$ cat src/rtl/riscv_pipe_pkg.sv
// riscv_pipe_pkg: shared definitions for the 5-stage core's sequencing logic.
//   - RV32I major opcode constants
//   - decoder class helpers: which register fields an opcode reads or writes
//   - pipeline controller state enum and forwarding-mux select encoding
// Optional build macro used by the consumers of this package: HAZARD_FWD_EN.
package riscv_pipe_pkg;

    localparam logic [6:0] OP_R      = 7'b0110011;
    localparam logic [6:0] OP_IMM    = 7'b0010011;
    localparam logic [6:0] OP_LOAD   = 7'b0000011;
    localparam logic [6:0] OP_STORE  = 7'b0100011;
    localparam logic [6:0] OP_BRANCH = 7'b1100011;
    localparam logic [6:0] OP_JAL    = 7'b1101111;
    localparam logic [6:0] OP_JALR   = 7'b1100111;
    localparam logic [6:0] OP_LUI    = 7'b0110111;
    localparam logic [6:0] OP_AUIPC  = 7'b0010111;

    typedef enum logic [1:0] {
        ST_RUN       = 2'd0,
        ST_HAZ_STALL = 2'd1,
        ST_MEM_WAIT  = 2'd2
    } pipe_state_e;

    typedef enum logic [1:0] {
        FWD_RF     = 2'd0,
        FWD_MEM_WB = 2'd1,
        FWD_EX_MEM = 2'd2
    } fwd_sel_e;

    function automatic logic reads_rs1(input logic [6:0] op);
        case (op)
            OP_R, OP_STORE, OP_BRANCH, OP_IMM, OP_LOAD, OP_JALR: return 1'b1;
            default:                                             return 1'b0;
        endcase
    endfunction

    function automatic logic reads_rs2(input logic [6:0] op);
        case (op)
            OP_R, OP_STORE, OP_BRANCH: return 1'b1;
            default:                   return 1'b0;
        endcase
    endfunction

    function automatic logic writes_rd(input logic [6:0] op);
        case (op)
            OP_R, OP_IMM, OP_LOAD, OP_JAL, OP_JALR, OP_LUI, OP_AUIPC: return 1'b1;
            default:                                                 return 1'b0;
        endcase
    endfunction

endpackage

$ cat src/rtl/hazard_scoreboard.sv
// hazard_scoreboard: three-slot shift register of in-flight destination
// registers (ex, mem, wb) plus source-match logic for the instruction in ID.
//   clk, reset_n            clock, async active-low reset (clears all valids)
//   ex_en/mem_en/wb_en      shift enables for the ex, mem and wb slots
//   ex_flush                ex slot loads an empty entry instead of ID
//   id_wr, id_rd            ID instruction writes a non-x0 register, and which
//   rs1, rs2                ID read sources, already forced to 0 when not read
//   match_a, match_b        per-source hazard match, bit order {wb, mem, ex}
// With HAZARD_FWD_EN defined:
//   id_load                 ID instruction is a load
//   ex_match_a, ex_match_b  sources of the instruction in EX vs {wb, mem}
//   and only a load in the ex slot counts as a hazard match.
module hazard_scoreboard
    import riscv_pipe_pkg::*;
(
    input  logic       clk,
    input  logic       reset_n,
    input  logic       ex_en,
    input  logic       mem_en,
    input  logic       wb_en,
    input  logic       ex_flush,
    input  logic       id_wr,
    input  logic [4:0] id_rd,
`ifdef HAZARD_FWD_EN
    input  logic       id_load,
    output logic [1:0] ex_match_a,
    output logic [1:0] ex_match_b,
`endif
    input  logic [4:0] rs1,
    input  logic [4:0] rs2,
    output logic [2:0] match_a,
    output logic [2:0] match_b
);

    // index 0 = ex, 1 = mem, 2 = wb
    logic [2:0]      vld;
    logic [2:0][4:0] rd_q;

    always_ff @(posedge clk or negedge reset_n) begin
        if (!reset_n) begin
            vld  <= '0;
            rd_q <= '0;
        end else begin
            if (wb_en) begin
                vld[2]  <= vld[1];
                rd_q[2] <= rd_q[1];
            end
            if (mem_en) begin
                vld[1]  <= vld[0];
                rd_q[1] <= rd_q[0];
            end
            if (ex_en) begin
                vld[0]  <= id_wr & ~ex_flush;
                rd_q[0] <= id_rd;
            end
        end
    end

`ifdef HAZARD_FWD_EN
    // Load flag and operand sources of the instruction now in EX, needed to
    // steer the forwarding muxes. A bubble carries x0 sources, which never match.
    logic       ex_ld;
    logic [4:0] ex_src1, ex_src2;

    always_ff @(posedge clk or negedge reset_n) begin
        if (!reset_n) begin
            ex_ld   <= 1'b0;
            ex_src1 <= '0;
            ex_src2 <= '0;
        end else if (ex_en) begin
            ex_ld   <= id_load & ~ex_flush;
            ex_src1 <= ex_flush ? 5'd0 : rs1;
            ex_src2 <= ex_flush ? 5'd0 : rs2;
        end
    end

    always_comb begin
        for (int k = 1; k < 3; k++) begin
            ex_match_a[k-1] = vld[k] && (rd_q[k] == ex_src1);
            ex_match_b[k-1] = vld[k] && (rd_q[k] == ex_src2);
        end
    end
`endif

    // A valid slot never holds x0, so a source forced to 0 can never match.
    always_comb begin
        for (int k = 0; k < 3; k++) begin
            match_a[k] = vld[k] && (rd_q[k] == rs1);
            match_b[k] = vld[k] && (rd_q[k] == rs2);
        end
`ifdef HAZARD_FWD_EN
        // Results past EX are forwarded; only a load still in EX must stall.
        match_a[0] = match_a[0] & ex_ld;
        match_b[0] = match_b[0] & ex_ld;
`endif
    end

endmodule

$ cat src/rtl/hazard_ctrl.sv
// hazard_ctrl: pipeline sequencing controller beside the ID stage.
// Detects RAW hazards against in-flight rd's, freezes on data-memory wait,
// bubbles on EX redirect, and keeps saturating stall/flush counters.
//   clk, reset_n          clock, async active-low reset
//   id_*                  decoder fields of the instruction in ID
//   ex_redirect           taken branch / JAL / JALR resolved in EX
//   mem_ready             data memory completes this cycle (0 = wait)
//   pc_en .. mem_wb_en    per-stage register enables
//   if_id_flush           load NOP into IF/ID
//   id_ex_flush           load bubble into ID/EX
//   stall_count           hazard + memory-wait cycles, saturating
//   flush_count           redirect events, saturating
//   fwd_a_sel, fwd_b_sel  (HAZARD_FWD_EN only) EX operand mux selects
//   state                 registered controller state, for debug
// Build macro: HAZARD_FWD_EN (forwarding datapath; only load-use stalls).
module hazard_ctrl
    import riscv_pipe_pkg::*;
#(
    parameter int CNT_W = 16
) (
    input  logic             clk,
    input  logic             reset_n,
    input  logic             id_valid,
    input  logic [6:0]       id_opcode,
    input  logic [4:0]       id_rd,
    input  logic [4:0]       id_rs1,
    input  logic [4:0]       id_rs2,
    input  logic             ex_redirect,
    input  logic             mem_ready,
    output logic             pc_en,
    output logic             if_id_en,
    output logic             id_ex_en,
    output logic             ex_mem_en,
    output logic             mem_wb_en,
    output logic             if_id_flush,
    output logic             id_ex_flush,
    output logic [CNT_W-1:0] stall_count,
    output logic [CNT_W-1:0] flush_count,
`ifdef HAZARD_FWD_EN
    output logic [1:0]       fwd_a_sel,
    output logic [1:0]       fwd_b_sel,
`endif
    output pipe_state_e      state
);

    logic [4:0]  src1, src2;
    logic        id_wr;
    logic [2:0]  match_a, match_b;
    logic        hazard;
    logic        stall_inc, flush_inc;
    pipe_state_e state_nxt;

    assign src1  = (id_valid && reads_rs1(id_opcode)) ? id_rs1 : 5'd0;
    assign src2  = (id_valid && reads_rs2(id_opcode)) ? id_rs2 : 5'd0;
    assign id_wr = id_valid && writes_rd(id_opcode) && (id_rd != 5'd0);

`ifdef HAZARD_FWD_EN
    logic       id_load;
    logic [1:0] ex_match_a, ex_match_b;
    assign id_load = id_valid && (id_opcode == OP_LOAD);
`endif

    hazard_scoreboard u_sb (
        .clk        (clk),
        .reset_n    (reset_n),
        .ex_en      (id_ex_en),
        .mem_en     (ex_mem_en),
        .wb_en      (mem_wb_en),
        .ex_flush   (id_ex_flush),
        .id_wr      (id_wr),
        .id_rd      (id_rd),
`ifdef HAZARD_FWD_EN
        .id_load    (id_load),
        .ex_match_a (ex_match_a),
        .ex_match_b (ex_match_b),
`endif
        .rs1        (src1),
        .rs2        (src2),
        .match_a    (match_a),
        .match_b    (match_b)
    );

    assign hazard = |{match_a, match_b};

    // Priority: reset > memory wait > redirect > hazard > run.
    // Reset forces the idle outputs so no partial stall/flush leaks out.
    always_comb begin
        pc_en       = 1'b1;
        if_id_en    = 1'b1;
        id_ex_en    = 1'b1;
        ex_mem_en   = 1'b1;
        mem_wb_en   = 1'b1;
        if_id_flush = 1'b0;
        id_ex_flush = 1'b0;
        stall_inc   = 1'b0;
        flush_inc   = 1'b0;
        state_nxt   = ST_RUN;
        if (!reset_n) begin
            state_nxt = ST_RUN;
        end else if (!mem_ready) begin
            pc_en     = 1'b0;
            if_id_en  = 1'b0;
            id_ex_en  = 1'b0;
            ex_mem_en = 1'b0;
            mem_wb_en = 1'b0;
            stall_inc = 1'b1;
            state_nxt = ST_MEM_WAIT;
        end else if (ex_redirect) begin
            // The dependent instruction is flushed anyway, so hazards are moot.
            if_id_flush = 1'b1;
            id_ex_flush = 1'b1;
            flush_inc   = 1'b1;
        end else if (hazard) begin
            // Hold PC and IF/ID, push a bubble into EX, let older work drain.
            pc_en       = 1'b0;
            if_id_en    = 1'b0;
            id_ex_flush = 1'b1;
            stall_inc   = 1'b1;
            state_nxt   = ST_HAZ_STALL;
        end
    end

    always_ff @(posedge clk or negedge reset_n) begin
        if (!reset_n) begin
            state       <= ST_RUN;
            stall_count <= '0;
            flush_count <= '0;
        end else begin
            state <= state_nxt;
            if (stall_inc && (stall_count != '1))
                stall_count <= stall_count + CNT_W'(1);
            if (flush_inc && (flush_count != '1))
                flush_count <= flush_count + CNT_W'(1);
        end
    end

`ifdef HAZARD_FWD_EN
    // Younger result (EX/MEM) wins over MEM/WB.
    assign fwd_a_sel = ex_match_a[0] ? FWD_EX_MEM : ex_match_a[1] ? FWD_MEM_WB : FWD_RF;
    assign fwd_b_sel = ex_match_b[0] ? FWD_EX_MEM : ex_match_b[1] ? FWD_MEM_WB : FWD_RF;
`endif

endmodule

$ cat config.mk
export PLATFORM = sky130hd
export DESIGN_NAME = hazard_ctrl
export DESIGN_NICKNAME = d
export VERILOG_FILES = /design/src/rtl/riscv_pipe_pkg.sv /design/src/rtl/hazard_scoreboard.sv /design/src/rtl/hazard_ctrl.sv
export SDC_FILE = /design/constraint.sdc
export NUM_CORES = 1
export LEC_CHECK = 0
export ABC_AREA = 0
export CORE_UTILIZATION = 45
export CTS_CLUSTER_SIZE = 10
export DETAILED_ROUTE_END_ITERATION = 8
export PLACE_DENSITY = 0.88
export SKIP_LAST_GASP = 1
export SLEW_MARGIN = 20
export SYNTH_ARGS = -nofsm -noshare
export SYNTH_HDL_FRONTEND = slang
export SYNTH_SLANG_ARGS = --single-unit
$ cat constraint.sdc
create_clock -name clk -period 2.69 [get_ports clk]
set_clock_uncertainty 0.1 [all_clocks]
set_input_delay 0.4035 -clock clk [delete_from_list [all_inputs] [get_ports clk]]
set_output_delay 0.4035 -clock clk [all_outputs]
set_load 0.1 [all_outputs]
### Word level (Yosys, flattened, before mapping)

Index checks and enable logic that the tools add are counted.

* add/subtract/negate cells: 2
* bitwise operators: 2
* muxes and demuxes: 25
* equality and inequality tests: 17
* reduce and logical (&&, ||, !) cells: 17

Operators by type and width (number)
* $add A16 B1 Y16 const B: 2
* $ne A16 B16 Y1 const B: 2
* $eq A5 B5 Y1: 6
* $eq A7 B6 Y1 const B: 3
* $eq A7 B7 Y1 const B: 3
* $mux W1: 21
* $eq A7 B5 Y1 const B: 2
* $logic_and A1 B1 Y1: 12
* $reduce_or A6 Y1: 2
* $mux W5: 2
* $eq A7 B2 Y1 const B: 1
* $reduce_or A7 Y1: 1
* $reduce_bool A5 Y1: 1
* $mux W2: 2
* $reduce_or A3 Y1: 1
* $and A1 B1 Y1: 1
* $not A1 Y1: 1

* word-level logic and storage cells: 70
* input bits: 27
* bits in registers: 52

### Logic depth before layout (Yosys ltp)

Gate-level depths: netlist of run 1.

* depth after elaboration: 14
* depth in mapped cells: 10

### By module

Synthesis of run 1 repeated with hierarchy kept, for this count alone.

* cell total of the unflattened synthesis: 260
* area total of the unflattened synthesis: 2756.4 µm²

By module, submodules not included
* hazard_ctrl: times used 1, area each 1747.9 µm², seq. area each 850.8 µm², cells an instance 177
* hazard_scoreboard: times used 1, area each 1008.5 µm², seq. area each 450.4 µm², cells an instance 83

### Least setup slack after synthesis of run 1

Ideal clock, no wire load.

* kind: input to output
* start: input id_opcode[3]
* end: output pc_en
* arrival time: 3111 ps
* buffers on the path: 2
* required time: 2187 ps
* setup slack: -925 ps
* stages: 10
* cell sequence: or3b_4 or4_1 buf_2 xor2_1 nand4_1 nand4_2 o21bai_1 nand2_1 nand2_1 buf_4

* longest elaborated chain between the ends: 12
* elaborated cells between the ends (all ways): 31

Ends and longest elaborated chain
* from (decl): line hazard_ctrl.sv:24 `input logic [6:0] id_opcode,`
* $eq A7 B6 Y1 (tied with other cells): line riscv_pipe_pkg.sv:31, riscv_pipe_pkg.sv:38
* $reduce_or A6 Y1 / $reduce_or A3 Y1 (equally long branches): line riscv_pipe_pkg.sv:31, riscv_pipe_pkg.sv:38
* $mux W1, on equally long branches: line riscv_pipe_pkg.sv:31, riscv_pipe_pkg.sv:38
* $logic_and A1 B1 Y1, on equally long branches: line hazard_ctrl.sv:53, hazard_ctrl.sv:54
* $mux W5, on equally long branches: line hazard_ctrl.sv:53, hazard_ctrl.sv:54
* $eq A5 B5 Y1, on equally long branches: line hazard_scoreboard.sv:88, hazard_scoreboard.sv:89
* $logic_and A1 B1 Y1, on equally long branches: line hazard_scoreboard.sv:88, hazard_scoreboard.sv:89
* $reduce_or A6 Y1 (*): line hazard_ctrl.sv:83 `assign hazard = |{match_a, match_b};`
* $mux W1 (*) (4 in a row)
* to (decl): line hazard_ctrl.sv:30 `output logic pc_en,`

Mark *: on every way between the ends. The rest lies on a longest branch, timed or not.

### Worst setup path in the final report of run 1

* start: input id_rs1[2]
* end: output id_ex_flush

* longest elaborated chain between the ends: 8
* elaborated cells between the ends (all ways): 12

Ends and longest elaborated chain
* from (decl): line hazard_ctrl.sv:26 `input logic [4:0] id_rs1,`
* $mux W5 (*): line hazard_ctrl.sv:53 `assign src1 = (id_valid && reads_rs1(id_opcode)) ? id_rs1 : 5'd0;`
* $eq A5 B5 Y1: line hazard_scoreboard.sv:88 `match_a[k] = vld[k] && (rd_q[k] == rs1);`
* $logic_and A1 B1 Y1: line hazard_scoreboard.sv:88
* $reduce_or A6 Y1 (*): line hazard_ctrl.sv:83
* $mux W1 (*): line hazard_ctrl.sv:113 `end else if (hazard) begin`
* $mux W1 (*): line hazard_ctrl.sv:108 `end else if (ex_redirect) begin`
* $mux W1 (*): line hazard_ctrl.sv:100 `end else if (!mem_ready) begin`
* $mux W1 (*): line hazard_ctrl.sv:98 `if (!reset_n) begin`
* to (decl): line hazard_ctrl.sv:36 `output logic id_ex_flush,`

Marked as above.

==> results of run 1 <==
-- area by class of cell --
| class | instances | area, sq um |
|---|---|---|
| clock buffers | 7 | 76.3 |
| clock inverters | 1 | 5.00 |
| fillers | 478 | 2180 |
| inverters | 8 | 30.0 |
| multi-input cells | 211 | 1720 |
| flip-flops and latches | 52 | 1320 |
| well taps | 77 | 96.3 |
| repair buffers | 95 | 891 |
-- registers in the layout (all words and copies together), names as in the netlist --
name         flops
u_sb.rd_q       15
flush_count     16
state            2
stall_count     16
u_sb.vld         3
-- cells in the final DEF, fill, tap and decap left out, drive strengths merged, types with 11 or more instances in the layout --
cell	netlist	routed
buf	11	72
dfrtp	52	52
xnor2	24	24
nor2	23	23
xor2	22	22
nand2	22	22
mux2	19	19
a32oi	12	12
clkdlybuf4s50	0	12
nand4	12	12
o32ai	12	12
nor2b	11	11
-- per-stage QoR --
step | instance area (sq um) | hold slack, ns | utilization [%] | setup TNS [ns]
after CTS | 4010 | 0.381 | 63.4 | -0.711
final | 4140 | 0.385 | 65.5 | -1.01
after detailed placement | 3860 | 0.164 | 61.1 | -11.46
after global routing | 4140 | 0.402 | 65.5 | -1.98
after floorplan | 3000 | 0.00791 | - | -0.348
after global placement | 3860 | 0.168 | 61.1 | -10.04
-- critical path: stages --
cell	delay, ns
clkdlybuf4s50_1	0.43
o21bai_1	0.20
a211oi_2	0.05
buf_4	0.14
o32ai_1	0.32
nand4_1	0.24
nand2_2	0.20
nor3_2	0.07
buf_4	0.15
nor2_4	0.10
buf_12	0.18
-- logic make-up (layout without fill, tap and decap cells) --
kind of cell,Yosys count,in the layout,share of synthesized area (%)
and+or+nand+nor,102,102,18.0
DFF,52,52,44.2
xor gates and xnor gates,46,46,13.7
AOI/OAI and AO/OA,42,42,12.4
buffers and inverters,21,111,3.45
muxes,19,19,7.40
adders and majority gates,2,2,0.851
-- metal layers --
layer / track usage (%) / routed length [um] / up-vias
met5: 0 / 0 / -
met4: 6.90 / 259 / 0
met3: 4.17 / 338 / 24
met2: 36.4 / 3930 / 79
met1: 26.8 / 3080 / 1230
li1: - / - / 1213
-- repair_timing --
| action | 4_1_cts | 5_1_grt |
|---|---|---|
| pin swaps | 8 | 20 |
| cloned | 0 | 0 |
| buffers inserted | 1 | 2 |
| gates resized for setup | 32 | 27 |
| setup endpoints to repair | 19 | 12 |
| hold endpoints to repair | 5 | 0 |
| hold buffers | 1 | 0 |
-- report_power, final --
group | total [uW] | switching, uW | internal [uW] | leakage [uW]
clock network | 424 | 240 | 183 | 0.0000422
logic | 1150 | 815 | 339 | 0.00110
registers | 1050 | 155 | 898 | 0.000648
-- worst paths after layout --
path,end,slack [ns],cells past startpoint
max in group asynchronous,stall_count[1],1.16,3
setup reg to reg,stall_count[14],0.09,10
hold / removal,stall_count[14],0.39,2
min in group clk,flush_count[11],0.39,1
hold reg to reg,flush_count[11],0.39,1
setup / recovery,id_ex_flush,-0.31,11
==> results.cfg, run 1 <==
[clock_network]
htree_num_levels = 2
clk_path_buf_depth = 2
cts.sinks = 52
cts-root-buf = clkbuf_8
clk_latency_ns = 0.30
clkTransAtPathRegs_ns = 0.08
tritoncts = done
numCtsBuffers = 5

[cells_and_area]
drive_gt1_share_pct = 38.5
areaGrowthSynthToFinish_pct = 40.6
antenna_cells = 0
layout.nets = 402
fin_cells = 451

[yosys]
avgSynthCellArea_sq_um = 10.4
synth-edff-count = 0
synth.area.top_cells = dfrtp_1 44%, xnor2_1 7.1%, mux2_2 6.9%
ys_ff_latch = 52
ys.flop_type = dfrtp_1
ys_warn_count = 0
yosysSeqAreaShare_pct = 44.2
synth.top_cell.area_share_pct = 44.2
netlist_area_sq_um = 2940
synth.distinct_cells = 44
yosysMostFrequentCell = dfrtp_1
yosysTopAreaCell = dfrtp_1
synthArstFlopShare_pct = 100
synth_common_cells = 52 x dfrtp_1, 24 x xnor2_1, 23 x nor2_1
synth_cells = 284
syn-num-nets = 313

[global_routing]
grt-ovfl-total = 0
grt_pass1_vias = 2535
grt_max_degree = 49
antenna_found_initial = 0
grt_pass1_wl_um = 11900
grt_usage_pct = 21.2

[die]
dieHeight_um = 82.9
dieWidth_um = 82.9
dieArea_sq_um = 6860
start_util_pct = 46.6
core_area_sq_um = 6310
rows = 29
ios = 68

[routing]
dr.pass1.iters = 4
drt_iter0_drc = 127
wl_per_cell_um = 16.9
ant_nets = 0
drc = 0
vias = 2546
avgViaCountPerCell = 5.65
drt-total-wl_um = 7610

[power]
power.density_nw_per_um2 = 636
finalPower_uw = 2630
vdd_drop_max_v = 0.000739
p_leak_uw = 0.00179

[timing]
drv_slew = 0
setup_violations = 6
post-route-period-util_pct = 111
period_minus_slack_ns = 3.00
timing.final.ws_setup_ns = -0.309
hold_violations = 0
max_freq_mhz = 333
slew_headroom_pct = 56.9
worst_pin_slew_ns = 0.646
rsz0062_at_grt = yes

[worst_setup_path]
timing.rr.start = u_sb.rd_q[13]
cp-start-kind = input port
critPathKind = in2out
critPathRequiredTime_ns = 2.19
startpoint = id_rs1[2]
worstPathArrival_ns = 2.50
end_kind = primary output
crit_fanout = 3

[place]
dpl.hpwl_um = 5300
globalplace.congestion = 0.869
place_ws_ns = -0.686
io_buffers = 67
dp.cells = 439

[job]
cap_violations = 0

[outcome]
violations = negative setup slack
status = finished, violations left

[worst_hold_path]
hold_class = in2async
No activity file was read; power rests on OpenSTA's default activity.
==> run 2: changes to the inputs <==
Settings changed: CORE_UTILIZATION 45 to 54, PLACE_DENSITY 0.88 to 0.95.
Clock period 2.69 ns to 3.7 ns, I/O delays scaled along.
==> run 2 against run 1 <==
  * The flow now finishes without violations
  * Global-route usage up 3.6 points
  * Clock-buffer cell count down 2
  * Sequential cell count unchanged
  * Largest cell class unchanged
  * Combinational power down 29%
  * Register-to-register slack better by 1.0 ns
  * Cell count down 5.8%
  * Highest routed layer unchanged
  * Critical endpoint unchanged
  * Worst setup slack better by 0.42 ns
  * Die area down 16%
  * Core utilization up 9.2 points
  * Sequential power down 28%
  * Hold slack worse by 0.21 ns
==> results.cfg, run 2 (same netlist as run 1, synthesis figures left out) <==
[outcome]
status = finished, final reports clean

[routing]
dr.pass1.iters = 5
wl_per_cell_um = 16.4
avgViaCountPerCell = 5.99
vias = 2544
drc = 0
dr.max_layer_used = met4
drt_iter0_drc = 179
drt-total-wl_um = 6970
dr_wl_met2_um = 3550
ant_nets = 0
wl_met1_um = 2870
route.met3.wl_um = 433

[die]
ios = 68
dieWidth_um = 75.8
core_area_sq_um = 5170
dieArea_sq_um = 5750
rows = 26
dieHeight_um = 75.8
start_util_pct = 56.9

[timing]
hold_violations = 0
drv_slew = 0
max_freq_mhz = 279
post-route-period-util_pct = 97.0
whs_ns = 0.172
timing.final.ws_setup_ns = 0.112
setup_violations = 0
worst_pin_slew_ns = 0.993
period_minus_slack_ns = 3.59
slew_headroom_pct = 33.6

[global_routing]
antenna_found_initial = 0
grt-ovfl-total = 0
grt_usage_pct = 24.7
grt_pass1_wl_um = 10600
grt_pass1_vias = 2277
grt_max_degree = 30

[power]
power.density_nw_per_um2 = 494
vdd_drop_max_v = 0.000499
p_leak_uw = 0.00159

[clock_network]
tritoncts = done
clk_latency_ns = 0.32
cts-root-buf = clkbuf_8
clkTransAtPathRegs_ns = 0.10
htree_num_levels = 2
clk_path_buf_depth = 2
cts.sinks = 52
numCtsBuffers = 5

[worst_setup_path]
timing.rr.start = stall_count[1]
end_kind = primary output
reg2regPathDepth = 8
crit_fanout = 4
worstPathArrival_ns = 2.93
r2r_slack_ns = 1.09
critPathKind = in2out
r2r-end = stall_count[1]
critPathRequiredTime_ns = 3.04
startpoint = id_opcode[2]
endpoint = id_ex_flush
cp-start-kind = input port

[cells_and_area]
areaGrowthSynthToFinish_pct = 31.4
nFillCells = 335
layout.nets = 383
drive_gt1_share_pct = 16.1
reg_top3 = flush_count: 16 flops, stall_count: 16 flops, u_sb.rd_q: 15 flops
final_common_cell = clkdlybuf4s50_1
antenna_cells = 0
mostFrequentLayoutCells = 57 x clkdlybuf4s50_1, 52 x dfrtp_1, 24 x xnor2_1, 22 x xor2_1, 22 x nor2_1

[place]
place_ws_ns = -0.0121
io_buffers = 67
dpl.hpwl_um = 5140
globalplace.congestion = 0.874

[worst_hold_path]
hold_class = in2async

[job]
cap_violations = 0
==> run 2: cell types whose count changed in the layout (fill, tap and decap cells not counted), moves of 3 or more <==
cell and change:
dfrtp_2 -9, buf_4 -48, o32ai_2 -4, o32ai_1 +4
dlymetal6s2s_1 -3, dlygate4sd2_1 -3, dfrtp_1 +11, buf_6 -5
clkdlybuf4s50_1 +45
==> run 2: power breakdown <==
group	switching, uW	internal [uW]
logic	575	246
clock network	197	138
registers	110	642
total	883	1030
==> run 2: layer usage <==
layer	global-route usage [%]	vias up
li1	-	1176
met1	32.3	1227
met2	41.5	128
met3	5.16	13
met4	7.20	0
met5	0	-
==> run 2: what timing repair did <==
| item | in CTS | in global routing |
|---|---|---|
| resized for setup | 1 | 4 |
| pin swaps | 0 | 2 |
| hold buffers | 0 | 0 |
| setup buffers | 0 | 2 |
| setup endpoints to repair | 2 | 3 |
==> run 2: how the worst min path moves through the flow <==
| stage | end | slack (ns) | cells past startpoint |
|---|---|---|---|
| floorplan | flush_count[0] | 0.16 | 0 |
| global placement | flush_count[11] | 0.37 | 1 |
| detailed placement | flush_count[11] | 0.38 | 1 |
| CTS | flush_count[11] | 0.18 | 2 |
| global route | stall_count[14] | 0.19 | 2 |
| finish | stall_count[4] | 0.17 | 2 |
==> run 2: critical path, stage by stage <==
cell and delay (ns):
clkdlybuf4s50_1 0.45, or3b_4 0.42, or4_4 0.46, xor2_1 0.16, nand4_1 0.12, nand4_2 0.14
nor3_1 0.34, nor2_2 0.09, buf_12 0.18
==> run 2: stage by stage <==
| step | setup TNS (ns) | utilization, % | instances | cell area, sq um | power (uW) |
|---|---|---|---|---|---|
| 3_3_place_gp | 0 | 72.3 | 415 | 3740 | 1560 |
| 4_1_cts | 0 | 74.2 | 423 | 3840 | 1910 |
| 3_5_place_dp | -0.0240 | 72.3 | 415 | 3740 | 1580 |
| 6_report | 0 | 74.7 | 425 | 3870 | 1910 |
| 5_1_grt | -0.0860 | 74.7 | 425 | 3870 | 1980 |
| 2_1_floorplan | 0 | - | 284 | 2950 | 1350 |
==> run 2: area by class of cell <==
| type | instances | area, sq um | share of cell area [%] |
|---|---|---|---|
| Clock buffer | 5 | 68.8 | 1.78 |
| Clock inverter | 3 | 25.0 | 0.647 |
| Inverter | 8 | 30.0 | 0.777 |
| Multi-Input combinational cell | 211 | 1560 | 40.3 |
| Sequential cell | 52 | 1300 | 33.7 |
| Tap cell | 70 | 87.6 | 2.27 |
| Timing Repair Buffer | 76 | 796 | 20.6 |
